## src/rtl/md5_miner_ctrl.sv

```systemverilog
// Proof-of-work sequencer for the md5_top pipeline: builds padded blocks for key||decimal(N).
// It scores the returning digests in order. Optional cycle counter: define MD5_MINER_PERF_EN.
`timescale 1ns/1ps
module md5_miner_ctrl #(
    parameter int MAX_KEY_BYTES = 16,
    parameter int MAX_DIGITS    = 8,
    parameter int ZERO_NIBBLES  = 5,
    parameter int NUM_WIDTH     = 32
) (
    input  logic                 clk,
    input  logic                 reset,
    input  logic                 key_valid,
    input  logic [7:0]           key_data,
    input  logic                 key_last,
    output logic                 key_ready,
    input  logic                 md5_block_ready,
    output logic                 md5_block_valid,
    output logic [511:0]         md5_block_data,
    input  logic                 digest_valid,
    input  logic [127:0]         digest_data,
    output logic                 result_valid,
    output logic                 result_error,
    output logic [NUM_WIDTH-1:0] result_number,
    output logic [31:0]          cycle_count
);
    localparam int KEY_W = MAX_KEY_BYTES * 8;
    localparam int BCD_W = MAX_DIGITS * 4;
    localparam int KL_W  = $clog2(MAX_KEY_BYTES + 1);
    localparam int ND_W  = $clog2(MAX_DIGITS + 1);
    localparam int OUT_W = 16;
    localparam logic [KL_W-1:0] KEY_CAP = KL_W'(MAX_KEY_BYTES);
    localparam logic [ND_W-1:0] DIG_CAP = ND_W'(MAX_DIGITS);

    if (MAX_KEY_BYTES + MAX_DIGITS > 55) begin : g_bad_size
        $fatal(1, "md5_miner_ctrl: key plus digits do not fit in one block");
    end
    if (ZERO_NIBBLES < 1 || ZERO_NIBBLES > 32) begin : g_bad_nibbles
        $fatal(1, "md5_miner_ctrl: ZERO_NIBBLES must be 1..32");
    end

    typedef enum logic [1:0] {S_LOAD, S_RUN, S_FLUSH, S_DONE} state_e;

    state_e                state_q, state_d;
    logic [KEY_W-1:0]      key_q, key_d;
    logic [KL_W-1:0]       key_len_q, key_len_d;
    logic [BCD_W-1:0]      bcd_q, bcd_d;
    logic [ND_W-1:0]       ndig_q, ndig_d;
    logic [511:0]          block_q, block_d;
    logic                  valid_q, valid_d;
    logic [NUM_WIDTH-1:0]  score_q, score_d;
    logic [NUM_WIDTH-1:0]  result_q, result_d;
    logic [OUT_W-1:0]      outst_q, outst_d;
    logic                  err_q, err_d;
    logic                  issue, retire, hit, load_blk, nines;

    function automatic logic [511:0] build_block(input logic [KEY_W-1:0] key, input int len,
                                                 input logic [BCD_W-1:0] bcd, input int nd);
        logic [511:0] blk;
        logic [63:0]  bits;
        int           pos;
        blk  = '0;
        bits = 64'(8 * (len + nd));
        for (int k = 0; k < MAX_KEY_BYTES; k++)
            if (k < len) blk[511-8*k -: 8] = key[8*k +: 8];
        for (int k = 0; k <= MAX_KEY_BYTES + MAX_DIGITS; k++) begin
            pos = k - len;
            if (pos >= 0 && pos < nd) blk[511-8*k -: 8] = {4'h3, bcd[4*(nd-1-pos) +: 4]};
            else if (pos == nd)       blk[511-8*k -: 8] = 8'h80;
        end
        for (int j = 0; j < 8; j++)
            blk[511-8*(56+j) -: 8] = bits[8*j +: 8];
        return blk;
    endfunction

    // Even hex characters live in the high nibble of each digest byte.
    function automatic logic digest_hit(input logic [127:0] d);
        logic m;
        m = 1'b1;
        for (int c = 0; c < ZERO_NIBBLES; c++) begin
            if (c % 2 == 0) begin
                if (d[8*(c/2)+4 +: 4] != 4'h0) m = 1'b0;
            end else begin
                if (d[8*(c/2) +: 4] != 4'h0) m = 1'b0;
            end
        end
        return m;
    endfunction

    function automatic logic [BCD_W-1:0] bcd_inc(input logic [BCD_W-1:0] v);
        logic [BCD_W-1:0] r;
        logic             carry;
        r     = v;
        carry = 1'b1;
        for (int i = 0; i < MAX_DIGITS; i++) begin
            if (carry) begin
                if (v[4*i +: 4] == 4'd9) r[4*i +: 4] = 4'd0;
                else begin
                    r[4*i +: 4] = v[4*i +: 4] + 4'd1;
                    carry       = 1'b0;
                end
            end
        end
        return r;
    endfunction

    function automatic logic all_nines(input logic [BCD_W-1:0] v, input logic [ND_W-1:0] nd);
        logic r;
        r = 1'b1;
        for (int i = 0; i < MAX_DIGITS; i++)
            if (i < int'(nd) && v[4*i +: 4] != 4'd9) r = 1'b0;
        return r;
    endfunction

    always_comb begin
        // NOTE: every _d defaults to its _q first, so no branch below can infer a latch.
        state_d   = state_q;
        key_d     = key_q;
        key_len_d = key_len_q;
        bcd_d     = bcd_q;
        ndig_d    = ndig_q;
        block_d   = block_q;
        score_d   = score_q;
        result_d  = result_q;
        outst_d   = outst_q;
        err_d     = err_q;
        load_blk  = 1'b0;
        issue     = valid_q && md5_block_ready;
        retire    = digest_valid && (state_q == S_RUN || state_q == S_FLUSH);
        // Only an overflow-induced FLUSH still scores: err_q is never set in RUN.
        hit       = retire && (state_q == S_RUN || err_q) && digest_hit(digest_data);
        nines     = all_nines(bcd_q, ndig_q);

        unique case (state_q)
            S_LOAD: begin
                if (key_valid) begin
                    if (key_len_q < KEY_CAP) begin
                        key_d[8*int'(key_len_q) +: 8] = key_data;
                        key_len_d = key_len_q + KL_W'(1);
                    end
                    if (key_last) begin
                        state_d  = S_RUN;
                        bcd_d    = BCD_W'(1);
                        ndig_d   = ND_W'(1);
                        load_blk = 1'b1;
                    end
                end
            end
            S_RUN: begin
                if (hit) begin
                    result_d = score_q;
                    state_d  = S_FLUSH;
                end
                if (issue) begin
                    if (nines && ndig_q == DIG_CAP) begin
                        state_d = S_FLUSH;
                        err_d   = !hit;
                    end else begin
                        bcd_d    = bcd_inc(bcd_q);
                        ndig_d   = ndig_q + ND_W'(nines);
                        load_blk = 1'b1;
                    end
                end
            end
            S_FLUSH: begin
                if (hit) begin
                    result_d = score_q;
                    err_d    = 1'b0;
                end
                if (outst_q == '0) state_d = S_DONE;
            end
            S_DONE: ;
        endcase

        if (retire) score_d = score_q + NUM_WIDTH'(1);

        case ({issue, retire})
            2'b10:   outst_d = outst_q + OUT_W'(1);
            2'b01:   outst_d = (outst_q == '0) ? '0 : outst_q - OUT_W'(1);
            default: outst_d = outst_q;
        endcase

        valid_d = (state_d == S_RUN);
        if (load_blk) block_d = build_block(key_d, int'(key_len_d), bcd_d, int'(ndig_d));
    end

    always_ff @(posedge clk) begin
        if (reset) begin
            state_q   <= S_LOAD;
            key_len_q <= '0;
            bcd_q     <= '0;
            ndig_q    <= '0;
            block_q   <= '0;
            valid_q   <= 1'b0;
            score_q   <= NUM_WIDTH'(1);
            result_q  <= '0;
            outst_q   <= '0;
            err_q     <= 1'b0;
        end else begin
            state_q   <= state_d;
            key_len_q <= key_len_d;
            bcd_q     <= bcd_d;
            ndig_q    <= ndig_d;
            block_q   <= block_d;
            valid_q   <= valid_d;
            score_q   <= score_d;
            result_q  <= result_d;
            outst_q   <= outst_d;
            err_q     <= err_d;
        end
    end

    // NOTE: the key buffer is storage, not control; key_len gates every read, so it needs no reset.
    always_ff @(posedge clk) key_q <= key_d;

`ifdef MD5_MINER_PERF_EN
    logic [31:0] cycle_q, cycle_d;

    always_comb begin
        cycle_d = cycle_q;
        if (state_q == S_RUN || state_q == S_FLUSH) cycle_d = cycle_q + 32'd1;
    end

    always_ff @(posedge clk) begin
        if (reset) cycle_q <= '0;
        else       cycle_q <= cycle_d;
    end

    assign cycle_count = cycle_q;
`else
    assign cycle_count = '0;
`endif

    // Digest bits beyond the scored prefix are deliberately ignored.
    logic unused_digest;
    assign unused_digest = ^digest_data;

    assign key_ready       = (state_q == S_LOAD);
    assign md5_block_valid = valid_q;
    assign md5_block_data  = block_q;
    assign result_valid    = (state_q == S_DONE);
    assign result_error    = (state_q == S_DONE) && err_q;
    assign result_number   = result_q;
endmodule

```

## config.mk

```make
export PLATFORM = sky130hd
export DESIGN_NAME = md5_miner_ctrl
export DESIGN_NICKNAME = d
export VERILOG_FILES = /design/src/rtl/md5_miner_ctrl.sv
export SDC_FILE = /design/constraint.sdc
export NUM_CORES = 1
export LEC_CHECK = 0
export ABC_AREA = 1
export ABC_CLOCK_PERIOD_IN_PS = 6100
export BUFFER_PORTS_ARGS = -buffer_cell sky130_fd_sc_hd__buf_2
export CAP_MARGIN = 0
export CORE_AREA = 2 2 279 281
export DETAILED_ROUTE_END_ITERATION = 8
export DIE_AREA = 0 0 281 283
export GPL_TIMING_DRIVEN = 1
export HOLD_SLACK_MARGIN = 0.06
export PLACE_DENSITY_LB_ADDON = 0.05
export SLEW_MARGIN = 20
export SYNTH_ARGS = -nofsm -noshare
export SYNTH_HDL_FRONTEND = slang
export SYNTH_SLANG_ARGS = --single-unit
```

## constraint.sdc

```tcl
create_clock -name clk -period 6.1 [get_ports clk]
set_input_delay 1.22 -clock clk [delete_from_list [all_inputs] [get_ports clk]]
set_output_delay 1.22 -clock clk [all_outputs]
set_load 0.01 [all_outputs]
```

# --- Word level (Yosys, flattened, before mapping) ---
# Cells that the tools add are included.
op_classes:
  n_addsub: 66
  magnitude_cmp: 75
  n_eq_ne: 51
  shifts: 27
  mux: 163
  n_reduce_logical: 54
op_table:
  columns: ["op", "count"]
  rows:
  - ["$shiftx 32x32->4", 24]
  - ["$mux 8", 66]
  - ["$mux 128", 3]
  - ["$sub 5x6->7", 25]
  - ["$eq 6x5->1", 25]
  - ["$ge 6x1->1 const B", 25]
  - ["$lt 6x5->1", 25]
  - ["$bwmux 128", 1]
  - ["$mux 32", 4]
  - ["$shift 8x33->128 const A", 1]
  - ["$shiftx 8x33->128", 1]
  - ["$mux 4", 19]
  - ["$pmux 32 s2", 1]
  - ["$mux 1", 54]
  - ["$sub 5x5->6 const A", 9]
  - ["$sub 4x5->6 const A", 8]
  - ["$lt 4x5->1 const A", 8]
  - ["$logic_and 1x1->1", 39]
  - ["$eq 4x4->1 const B", 9]
  - ["$neg 8->33", 1]
  - ["$add 32x1->32 const B", 1]
  - ["$add 4x1->4 const B", 8]
  - ["$ne 4x4->1 const B", 8]
  - ["$pmux 16 s2", 1]
  - ["36 further kinds", 70]
word_totals:
  reg_bits: 514
  in_bits: 142
  output_inout_bits: 580
  elab_cells: 447

# --- Logic depth before layout (Yosys ltp) ---
# Gate-level depths: netlist of run 1.
logic_depth:
  ltp_word: 44
  depth_mapped: 30
  mapped_depth_nobuf: 30

# --- Least setup slack after synthesis of run 1 ---
# No wires, ideal clock.
synth_path:
  kind: "input to register"
  startpoint: "in md5_block_ready"
  endpoint: "reg block_q[321], in the netlist md5_block_data[321]"
  setup_time_ns: 0.070
  arrival_ns: 4.420
  required_time_ns: 6.030
  path_slack_ns: 1.610
  path_stages: 19
  path_buffers: 0
  cell_sequence: "nand2_2 clkinv_1 nor2_1 inv_1 nand2_1 nand2_1 nand2_2 inv_1 ha_1 xor2_1 ha_1 a21oi_1 inv_1 a21oi_1 xor2_1 xnor2_2 nor3_1 nand3_1 a21oi_1"
synth_via:
  elab_chain_len: 7
  word_cells_on_any_way: 13
  classes_between: "2 x add/sub; 1 x order compare; 1 x shift; 7 x mux; 2 x reduce/logical"
synth_rtl:
  columns: ["element", "line_no", "rtl"]
  rows:
  - ["start, declared", "16", "input logic md5_block_ready,"]
  - ["$logic_and 1x1->1 (*)", "127", "issue = valid_q && md5_block_ready;"]
  - ["$mux 4 (*)", "153", "if (issue) begin"]
  - ["$pmux 4 s2 (*)", "133", "unique case (state_q)"]
  - ["net ndig_d[1]", "47", "logic [ND_W-1:0] ndig_q, ndig_d;"]
  - ["$sub 4x1->5", "67", "if (pos >= 0 && pos < nd) blk[511-8*k -: 8] = {4'h3, bcd[4*(nd-1-pos) +: 4]};"]
  - ["$sub 5x6->7", "67", null]
  - ["$shiftx 32x32->4", "67", null]
  - ["$mux 8 (*)", "67", null]
  - ["end signal, assigned", "203", "block_q <= block_d;"]
  - ["end, declared", "48", "logic [511:0] block_q, block_d;"]
# Mark *: on every way through the listed nets, which the timed path passes. The rest lies on a longest branch.
# A chain may end at the register's enable or synchronous reset.

# --- Final worst setup path of run 1 ---
layout_path:
  startpoint: "reg bcd_q[0]"
  endpoint: "reg block_q[355], in the netlist md5_block_data[355]"
layout_via:
  word_cells_on_any_way: 65
  classes_between: "4 x add/sub; 1 x order compare; 2 x eq/ne; 1 x shift; 54 x mux; 3 x reduce/logical"
layout_lines:
  columns: ["element", "line_no", "rtl"]
  rows:
  - ["start, declared", "46", "logic [BCD_W-1:0] bcd_q, bcd_d;"]
  - ["start signal, assigned", "190", "bcd_q <= '0;"]
  - ["start signal, assigned", "201", "bcd_q <= bcd_d;"]
  - ["$ne 4x4->1 (*)", "110", "if (i < int'(nd) && v[4*i +: 4] != 4'd9) r = 1'b0;"]
  - ["$logic_and 1x1->1 (*)", "110", null]
  - ["$mux 1 (*) (8 in a row)", "110", null]
  - ["$add 4x1->4 / $logic_and 1x1->1 (equally long branches)", "159, 154", null]
  - ["$mux 4 (*)", "154", "if (nines && ndig_q == DIG_CAP) begin"]
  - ["$mux 4 (*)", "153", null]
  - ["$pmux 4 s2 (*)", "133", null]
  - ["net ndig_d[1]", "47", null]
  - ["$sub 4x1->5", "67", null]
  - ["$sub 5x6->7", "67", null]
  - ["$shiftx 32x32->4", "67", null]
  - ["$mux 8 (*)", "67", null]
# Mark *: on every way through the listed nets, which the timed path passes. The rest lies on a longest branch. The select of a mux whose other input is x is not followed.

==> summary.txt, run 1 <==
Outcome
  – Outcome: finished clean

Routing
  – Top sig layer: met4
  – Routed WL: 97.3 mm
  – Routed Antenna Nets: 0
  – Routed length on met2: 44.4 mm
  – DR iter-0 viols: 1987
  – M1 WL: 45.9 mm
  – Routed wl met3: 5.26 mm
  – Routed wire per std cell: 18.7 um
  – Drt drc: 0
  – Via-to-Cell Ratio: 4.75
  – Drt pass-1 iters: 6
  – Via count: 24.6k

STA
  – Minimum clock period: 5080 ps
  – Worst slew margin: 24.7%
  – Tcrit/Tclk final: 83.3%
  – Peak Freq: 197 MHz
  – Final clock skew: 15.3 ps
  – Final count of hold timing violations: 0
  – Setup-failing EPs final: 0
  – RSZ-0062 raised after global routing: no
  – Worst slew pin tran: 1120 ps
  – Final slew viol count: 0
  – Fin Setup TNS: 0 ps

Synthesis
  – Unique cell type count in the Yosys netlist: 65
  – Number of flops mapped to enable cells by yosys: 0
  – Count leader, synth: nand2_1
  – Syn Inst Count: 3865
  – Syn Area/Cell: 7.00 um^2
  – Main synth FF type: dfxtp_1
  – Synth top area cells: dfxtp_1, nand2_1, buf_4
  – Post-synth ARST share: 0%
  – Combined area of all synthesized cells: 27100 um^2
  – Yosys top cell area share: 32.6%
  – Syn. warnings: 0
  – Register bit count reported by yosys: 441
  – Seq/Total Area, Yosys: 32.6%
  – Cell taking the most area after synthesis: dfxtp_1
  – Most frequent cells after synthesis: nand2_1, dfxtp_1, inv_1

Clock tree
  – Clk sinks: 441
  – CTS Root Cell: clkbuf_16
  – Setup Buffers After CTS: 0
  – CTS tree: yes
  – Cts-stage hold buffer count: 0
  – Total CTS buffers: 52
  – CTS clk-pin slew, worst paths: 60 ps
  – Bufs on Longest Clock Path: 3
  – Worst-Skew Late Latency: 610 ps
  – Post-CTS sizing: 0
  – H-tree depth: 2

Global route
  – Vias in the first global route: 22.5k
  – Gr ovfl total: 0
  – First-pass GRT wire length: 144 mm
  – Largest net degree at the start of global routing: 138
  – GRT Resource Usage Total: 23.7%
  – Initial antenna violation count: 3

Worst setup path
  – CP max-delay cell: dfxtp_1
  – Worst Setup End Kind: register
  – Reg2reg setup slack: 1020 ps
  – Worst EP required: 6620 ps
  – Worst Setup Start Kind: register
  – Crit path DAT: 5600 ps
  – Worst path top cell family by delay: simple AND/OR/NAND/NOR gates
  – CP dominant cell by count: ha_1
  – Crit-path cells: ha_1 > nand3_4 > nor2_8 > nand2_2 > o21ai_2 > and2_1 > ha_1 > ha_1 > nand4_1 > nand2_2 > inv_1 > ha_1 > inv_1 > ha_1 > a21oi_1 > nor2_1 > nor2_1 > xor2_1 > nor2_1 > o21ai_0 > a21oi_2 > nand3_1 > a21oi_1
  – Max stage delay on crit path: 480 ps
  – WP buf/inv: 2
  – Critical path class: reg -> reg
  – Crit-path max FO: 10

Power
  – Power density over the cells: 325 nW/um^2
  – Total power: 9.80 mW
  – Static Leakage: 14.5 nW
  – Peak supply drop: 209 uV

Place
  – RePlAce Congestion: 0.922
  – I/O Buffers: 266
  – Dpl hpwl: 75.6 mm

Floorplanning
  – Initial Util: 35.3%
  – # IOs: 722
  – Core ar.: 76700 um^2
  – Row Count: 102
  – DIE HEIGHT: 283 um
  – Die ar.: 79500 um^2
  – Die X: 281 um

Finish
  – Fill count: 8340
  – Final core utilization: 39.3%
  – Share of layout cells above drive strength 1: 12.9%
  – Layout Nets: 4365
  – Area delta synth->final: 11.4%

Worst hold path
  – Hold Crit Class: reg -> reg

Flow run
  – Maxcap violations: 0
[path summary, 6_finish.rpt]
path	start	end	depth (start not counted)
worst max-delay path	bcd_q[0]	md5_block_data[355]	23
worst min-delay path	key_q[19]	key_q[19]	2
worst max register to register	bcd_q[0]	md5_block_data[355]	23
worst min register to register	key_q[19]	key_q[19]	2
[through the flow]
step           hold slack (ps)  setup slack, ps  instance area, um^2  cells
6_report                   445             1020                30100   5190
5_1_grt                    473              672                30100   5190
3_5_place_dp               433              792                28300   5094
4_1_cts                    447             1120                30100   5189
3_3_place_gp               427              840                28300   5094
2_1_floorplan              416             1610                28400   4211
[tightest hold or removal path: cells and delay by family (launching register included)]
kind	cells	cell delay, ps
DFF	1	300
and+or+nand+nor	2	100
[power by group]
group          leakage, nW  switching (mW)  internal (mW)  total (mW)
clock                0.915            1.33           2.05        3.39
sequential            3.58          0.0872           3.03        3.12
combinational         9.99            2.40          0.900        3.30
total                 14.5            3.82           5.99        9.80
[sequential cells by signal, indices dropped and copies added, names as in the netlist]
signal,cells
key_len_q,5
err_q,1
md5_block_data,188
key_q,128
bcd_q,32
ndig_q,4
state_q,2
result_number,32
score_q,32
outst_q,16
md5_block_valid,1
[layout by cell type (no fill, tap or decap), types with 7 or more instances in the layout]
cell / instances
xnor2_1: 25
nand2_1: 742
conb_1: 347
nand3_1: 263
a31oi_1: 41
nor3_1: 36
dfxtp_1: 441
mux2i_1: 28
nor4_1: 13
a21oi_1: 361
o2111ai_1: 7
nor2_1: 283
nand4_1: 17
nand3b_1: 12
a211oi_1: 7
or2_2: 7
clkinv_2: 12
clkbuf_16: 53
nor2_2: 14
inv_1: 399
o21a_1: 20
o21ai_1: 17
buf_2: 265
buf_4: 56
nand3_2: 8
ha_1: 109
bufinv_16: 8
xor2_1: 59
o211ai_1: 25
clkbuf_8: 10
nand2_2: 25
o21ai_0: 315
inv_2: 24
[routing by layer]
layer	global-route usage, %	vias to the layer above
li1	-	12400
met1	33.8	11400
met2	38.4	734
met3	2.65	78
met4	4.81	0
met5	0	-
[area by class of cell]
type                       count  area (um^2)  area share [%]
clock buffer                  69         1490            4.93
inverter                     429         1620            5.36
clock inverter                26          362            1.20
multi-input combinational   2861        14800            49.0
antenna                        1         2.50         0.00830
sequential                   441         8830            29.3
tap                         1040         1300            4.32
timing repair buffer         323         1790            5.93
[logic make-up (layout without fill, tap and decap cells)]
kind of cell	Yosys count	count (layout)	share of synthesized area, %
muxes	28	28	1.04
DFF	441	441	32.6
AOI/OAI and AO/OA	828	828	16.5
xor gates and xnor gates	87	87	2.90
other	1	348	0.0139
and+or+nand+nor	1456	1456	23.7
buffers and inverters	909	847	17.7
adders and majority gates	115	115	5.48
Power figures use the tool's default switching activity.
==> run 2, diff against run 1 <==
ABC_AREA = 0   (was 1)
ABC_CLOCK_PERIOD_IN_PS = 4600   (was 6100)
CORE_AREA = 2 2 285 287   (was 2 2 279 281)
DIE_AREA = 0 0 287 289   (was 0 0 281 283)
clock period = 4.6 ns   (was 6.1 ns; I/O delays follow)
==> summary.txt, run 2 <==
Outcome
  – Outcome: finished, violations left
  – Violated checks: setup timing

Finish
  – Share of layout cells above drive strength 1: 37.1%
  – Non-Filler Instances: 5201
  – Most common cell after layout, fill and taps aside: buf_4
  – Largest register FFs: 188
  – Layout Nets: 4355
  – Most frequent cells in the layout: buf_4, dfxtp_1, conb_1, nor2_1, nand2_1
  – Final core utilization: 48.6%
  – Fin area: 38800 um^2
  – Area delta synth->final: 42.9%

STA
  – Tcrit/Tclk final: 109%
  – Minimum clock period: 5000 ps
  – Final count of hold timing violations: 0
  – Setup-failing EPs final: 136
  – Final clock skew: 24.4 ps
  – Final worst setup slack: -399 ps
  – Worst slew margin: 15.8%
  – Worst slew pin tran: 1260 ps
  – Peak Freq: 200 MHz
  – Final slew viol count: 0
  – Final Hold Slack: 451 ps
  – RSZ-0062 raised after global routing: yes

Synthesis
  – Post-synth ARST share: 0%
  – Syn Inst Count: 3319
  – Syn. warnings: 0
  – Count leader, synth: dfxtp_1
  – Yosys top cell area share: 32.5%
  – Synth top area cells: dfxtp_1, buf_4, ha_1
  – Number of flops mapped to enable cells by yosys: 0
  – Most frequent cells after synthesis: dfxtp_1, buf_4, nor2_1
  – Register bit count reported by yosys: 441
  – Unique cell type count in the Yosys netlist: 110
  – Seq/Total Area, Yosys: 32.5%
  – Main synth FF type: dfxtp_1
  – Syn Area/Cell: 8.19 um^2
  – Cell taking the most area after synthesis: dfxtp_1
  – Combined area of all synthesized cells: 27200 um^2

Place
  – Setup slack after placement: -811 ps
  – Placed cells: 4999
  – Area after DPL: 32400 um^2
  – Dpl hpwl: 89.6 mm
  – RePlAce Congestion: 0.905
  – I/O Buffers: 266

Worst hold path
  – Hold EP: md5_block_data[406]
  – Hold Crit Class: reg -> reg
  – Hold Path Cell Cnt: 2
  – Hold path start: md5_block_data[406]

Floorplanning
  – # IOs: 722
  – Core ar.: 79900 um^2
  – Initial Util: 34.0%
  – Row Count: 104
  – Die ar.: 82900 um^2
  – DIE HEIGHT: 289 um
  – Die X: 287 um

Power
  – Static Leakage: 16.4 nW
  – Peak supply drop: 277 uV
  – Power density over the cells: 422 nW/um^2

Worst setup path
  – CP max-delay cell: nor4_4
  – Worst EP required: 5060 ps
  – Crit path DAT: 5460 ps
  – Worst Setup Start Kind: register
  – Worst reg2reg endpoint: md5_block_data[458]
  – Worst Setup End Kind: register
  – Worst r2r path cells: 28
  – Max stage delay on crit path: 450 ps
  – Reg-to-Reg Start: bcd_q[9]
  – CP dominant cell by count: buf_6
  – Crit-path max FO: 5
  – Reg2reg setup slack: -400 ps
  – Critical path class: reg -> reg

Routing
  – DR iter-0 viols: 1492
  – Via-to-Cell Ratio: 5.14
  – Routed WL: 117 mm
  – Via count: 26.7k
  – Routed wire per std cell: 22.6 um
  – Drt drc: 0
  – Routed Antenna Nets: 0
  – Drt pass-1 iters: 5

Flow run
  – Maxcap violations: 0

Clock tree
  – Worst-Skew Late Latency: 630 ps
  – Total CTS buffers: 51
  – Bufs on Longest Clock Path: 3
  – H-tree depth: 2
  – CTS tree: yes
  – Clk sinks: 441
  – CTS Root Cell: clkbuf_16
  – Cts-stage hold buffer count: 0
  – CTS clk-pin slew, worst paths: 70 ps

Global route
  – Gr ovfl total: 0
  – Vias in the first global route: 25.6k
  – GRT Resource Usage Total: 26.7%
  – Largest net degree at the start of global routing: 97
  – Initial antenna violation count: 4
  – First-pass GRT wire length: 167 mm
run 2: area by class of cell:
type | count | area [um^2]
antenna | 1 | 2.50
sequential | 441 | 8840
fill | 7869 | 41100
timing repair buffer | 904 | 7050
tap | 1060 | 1330
multi-input combinational | 2606 | 19400
clock inverter | 22 | 285
clock buffer | 73 | 1490
inverter | 94 | 387
run 2: timing repair:
item | 4_1_cts | 5_1_grt
setup endpoints to repair | 170 | 174
pin swaps | 214 | 190
setup buffers | 107 | 61
gates resized for setup | 479 | 266
run 2: worst max-delay path by stage:
| stage | startpoint | to | slack (ps) |
|---|---|---|---|
| 2_1_floorplan | bcd_q[1] | md5_block_data[424] | -8 |
| 3_3_place_gp | bcd_q[1] | md5_block_data[442] | -810 |
| 3_5_place_dp | bcd_q[1] | md5_block_data[327] | -810 |
| 4_1_cts | bcd_q[9] | md5_block_data[449] | -350 |
| 5_1_grt | bcd_q[5] | md5_block_data[491] | -570 |
| 6_report | bcd_q[9] | md5_block_data[458] | -400 |
run 2: metrics by stage:
stage	setup TNS, ps	power (mW)
2_1_floorplan	-32.3	7.18
3_3_place_gp	-69540	9.76
3_5_place_dp	-64710	9.80
4_1_cts	-23540	15.8
5_1_grt	-53190	17.1
6_report	-26710	16.4
run 2: cells by family after synthesis:
logic type	synth area share (%)
xor+xnor	4.06
mux	5.46
simple gates	20.9
other cells	0.0138
compound gates	17.9
fa+ha+maj	5.46
flops	32.5
buf+inv	13.7
run 2: critical path, delay by kind of cell, from the launching register on:
family,cells,cell delay (ps)
xor gates and xnor gates,1,120
adders and majority gates,4,790
and+or+nand+nor,7,1140
buffers and inverters,8,1020
DFF,1,330
AOI/OAI and AO/OA,8,1440
run 2: where the power goes:
| group | switching, mW | leakage, nW | total, mW | internal [mW] |
|---|---|---|---|---|
| registers | 0.0768 | 3.57 | 4.03 | 3.96 |
| clock network | 1.81 | 0.872 | 4.31 | 2.50 |
| logic | 4.30 | 11.9 | 8.06 | 3.75 |
| total | 6.19 | 16.4 | 16.4 | 10.2 |
run 2: per-layer routing:
layer / up-vias / GRT usage [%] / routed length, um
met4: 2 / 10.3 / 4890
li1: 12600 / - / -
met2: 805 / 43.3 / 54400
met1: 13100 / 35.7 / 51900
met3: 194 / 4.22 / 6210
met5: - / 0 / 13
==> run 3, diff against run 2 <==
PLACE_DENSITY_LB_ADDON = 0.25   (was 0.05)
RECOVER_POWER = 50   (was not set)
==> summary.txt, run 3 (synthesis results as in run 2) <==
Worst setup path
  – Crit path DAT: 5390 ps
  – Crit-path max FO: 6
  – Worst Setup Start Kind: register
  – Critical path class: reg -> reg
  – Worst EP required: 5050 ps
  – Worst Setup End Kind: register

Routing
  – Routed Antenna Nets: 0
  – Via-to-Cell Ratio: 5.12
  – Routed WL: 104 mm
  – Drt pass-1 iters: 5
  – Via count: 26.1k
  – Drt drc: 0
  – Routed wire per std cell: 20.4 um
  – DR iter-0 viols: 2076

Outcome
  – Outcome: finished, violations left
  – Violated checks: setup timing

Global route
  – First-pass GRT wire length: 151 mm
  – GRT Resource Usage Total: 23.7%
  – GR Util met3: 3.29%
  – Busiest grt layer: met2
  – Gr ovfl total: 0
  – Largest net degree at the start of global routing: 120
  – Vias in the first global route: 23.7k
  – M1 GR Usage: 32.4%
  – Initial antenna violation count: 2
  – GR met2 Demand/Resource: 37.9%

STA
  – Final Hold Slack: 445 ps
  – Final clock skew: 38.3 ps
  – Worst slew pin tran: 989 ps
  – Setup-failing EPs final: 125
  – Minimum clock period: 4950 ps
  – Final slew viol count: 0
  – RSZ-0062 raised after global routing: yes
  – Final worst setup slack: -345 ps
  – Tcrit/Tclk final: 108%
  – Peak Freq: 202 MHz
  – Final count of hold timing violations: 0
  – Fin Setup TNS: -21710 ps
  – Worst slew margin: 34.1%

Clock tree
  – CTS clk-pin slew, worst paths: 70 ps
  – H-tree depth: 2
  – Bufs on Longest Clock Path: 3
  – Worst-Skew Late Latency: 620 ps
  – Total CTS buffers: 51
  – Clk sinks: 441
  – CTS Root Cell: clkbuf_16
  – CTS tree: yes

Place
  – Dpl hpwl: 79.2 mm
  – Placed cells: 4950
  – Setup slack after placement: -631 ps
  – RePlAce Congestion: 0.967
  – I/O Buffers: 266

Power
  – Power density over the cells: 424 nW/um^2
  – Static Leakage: 15.7 nW
  – Peak supply drop: 261 uV
  – Total power: 15.6 mW

Floorplanning
  – Die ar.: 82900 um^2
  – Initial Util: 34.0%
  – Core ar.: 79900 um^2
  – DIE HEIGHT: 289 um
  – Die X: 287 um
  – # IOs: 722
  – Row Count: 104

Worst hold path
  – Hold Crit Class: reg -> reg

Finish
  – Most common cell after layout, fill and taps aside: buf_4
  – Most frequent cells in the layout: buf_4, dfxtp_1, conb_1, nor2_1, nand2_1
  – Area delta synth->final: 35.7%
  – Non-Filler Instances: 5107
  – Largest register FFs: 188
  – Layout Nets: 4263
  – Fill count: 7911
  – Share of layout cells above drive strength 1: 33.7%
  – ANT cells: 0

Flow run
  – Maxcap violations: 0
-- run 3: changes by cell type in the layout (fill, tap and decap cells not counted), sizes merged, moves of 2 or more --
cell	delta
clkinvlp	-2
clkinv	+2
buf	-93
clkbuf	-6
bufinv	+5
-- run 3: per-stage QoR --
| step | util (%) | cell area, um^2 |
|---|---|---|
| floorplan | - | 28900 |
| global placement | 40.1 | 32000 |
| detailed placement | 40.1 | 32000 |
| CTS | 44.2 | 35300 |
| global route | 46.2 | 36900 |
| finish | 46.2 | 36900 |
-- run 3: routing by layer --
layer  part of all wire [%]  up-vias
li1                       -    12400
met1                     44    12500
met2                     46     1012
met3                    6.4      190
met4                    3.7        4
met5                  0.019        -
-- run 3: power by group --
part	switching (mW)	total (mW)	leakage [nW]	internal, mW
logic	3.84	7.06	11.2	3.22
registers	0.0787	4.03	3.57	3.96
clock network	1.77	4.54	0.931	2.77
total	5.69	15.6	15.7	9.94
-- run 3: final cells by class --
type | count | area (um^2) | share of cell area (%)
Clock buffer | 67 | 1470 | 3.98
Clock inverter | 27 | 422 | 1.14
Inverter | 94 | 365 | 0.991
Multi-Input combinational cell | 2607 | 18500 | 50.2
Sequential cell | 441 | 8840 | 24.0
Tap cell | 1060 | 1330 | 3.60
Timing Repair Buffer | 811 | 5930 | 16.1
-- run 3: final timing paths --
path | start | endpoint | slack (ps) | cells after the start
max | bcd_q[9] | md5_block_data[456] | -350 | 23
min | md5_block_data[323] | md5_block_data[323] | 440 | 2
max reg2reg | bcd_q[9] | md5_block_data[456] | -350 | 23
min reg2reg | md5_block_data[323] | md5_block_data[323] | 440 | 2
-- run 3: critical path, stage by stage, from the launching register on --
cell	delay, ps
dfxtp_2	330
inv_2	70
ha_4	130
nand3b_1	160
nor4_4	430
o21ai_1	120
a21oi_1	140
nor2_1	60
a2111oi_2	270
ha_2	290
ha_4	160
nand4_1	100
a21oi_2	200
a2bb2oi_2	170
and2_4	210
xnor2_4	200
buf_4	190
buf_6	90
ha_4	200
xnor2_4	280
mux4_2	490
a221oi_2	310
buf_4	160
nor3_1	40
-- run 3: timing repair --
| item | CTS | global route |
|---|---|---|
| gates resized for setup | 246 | 266 |
| gates cloned | 2 | 0 |
| pin swaps | 108 | 133 |
| endpoints found under the hold margin | 0 | 0 |
| buffers inserted | 36 | 50 |
| hold buffers | 0 | 0 |
| setup endpoints to repair | 155 | 172 |
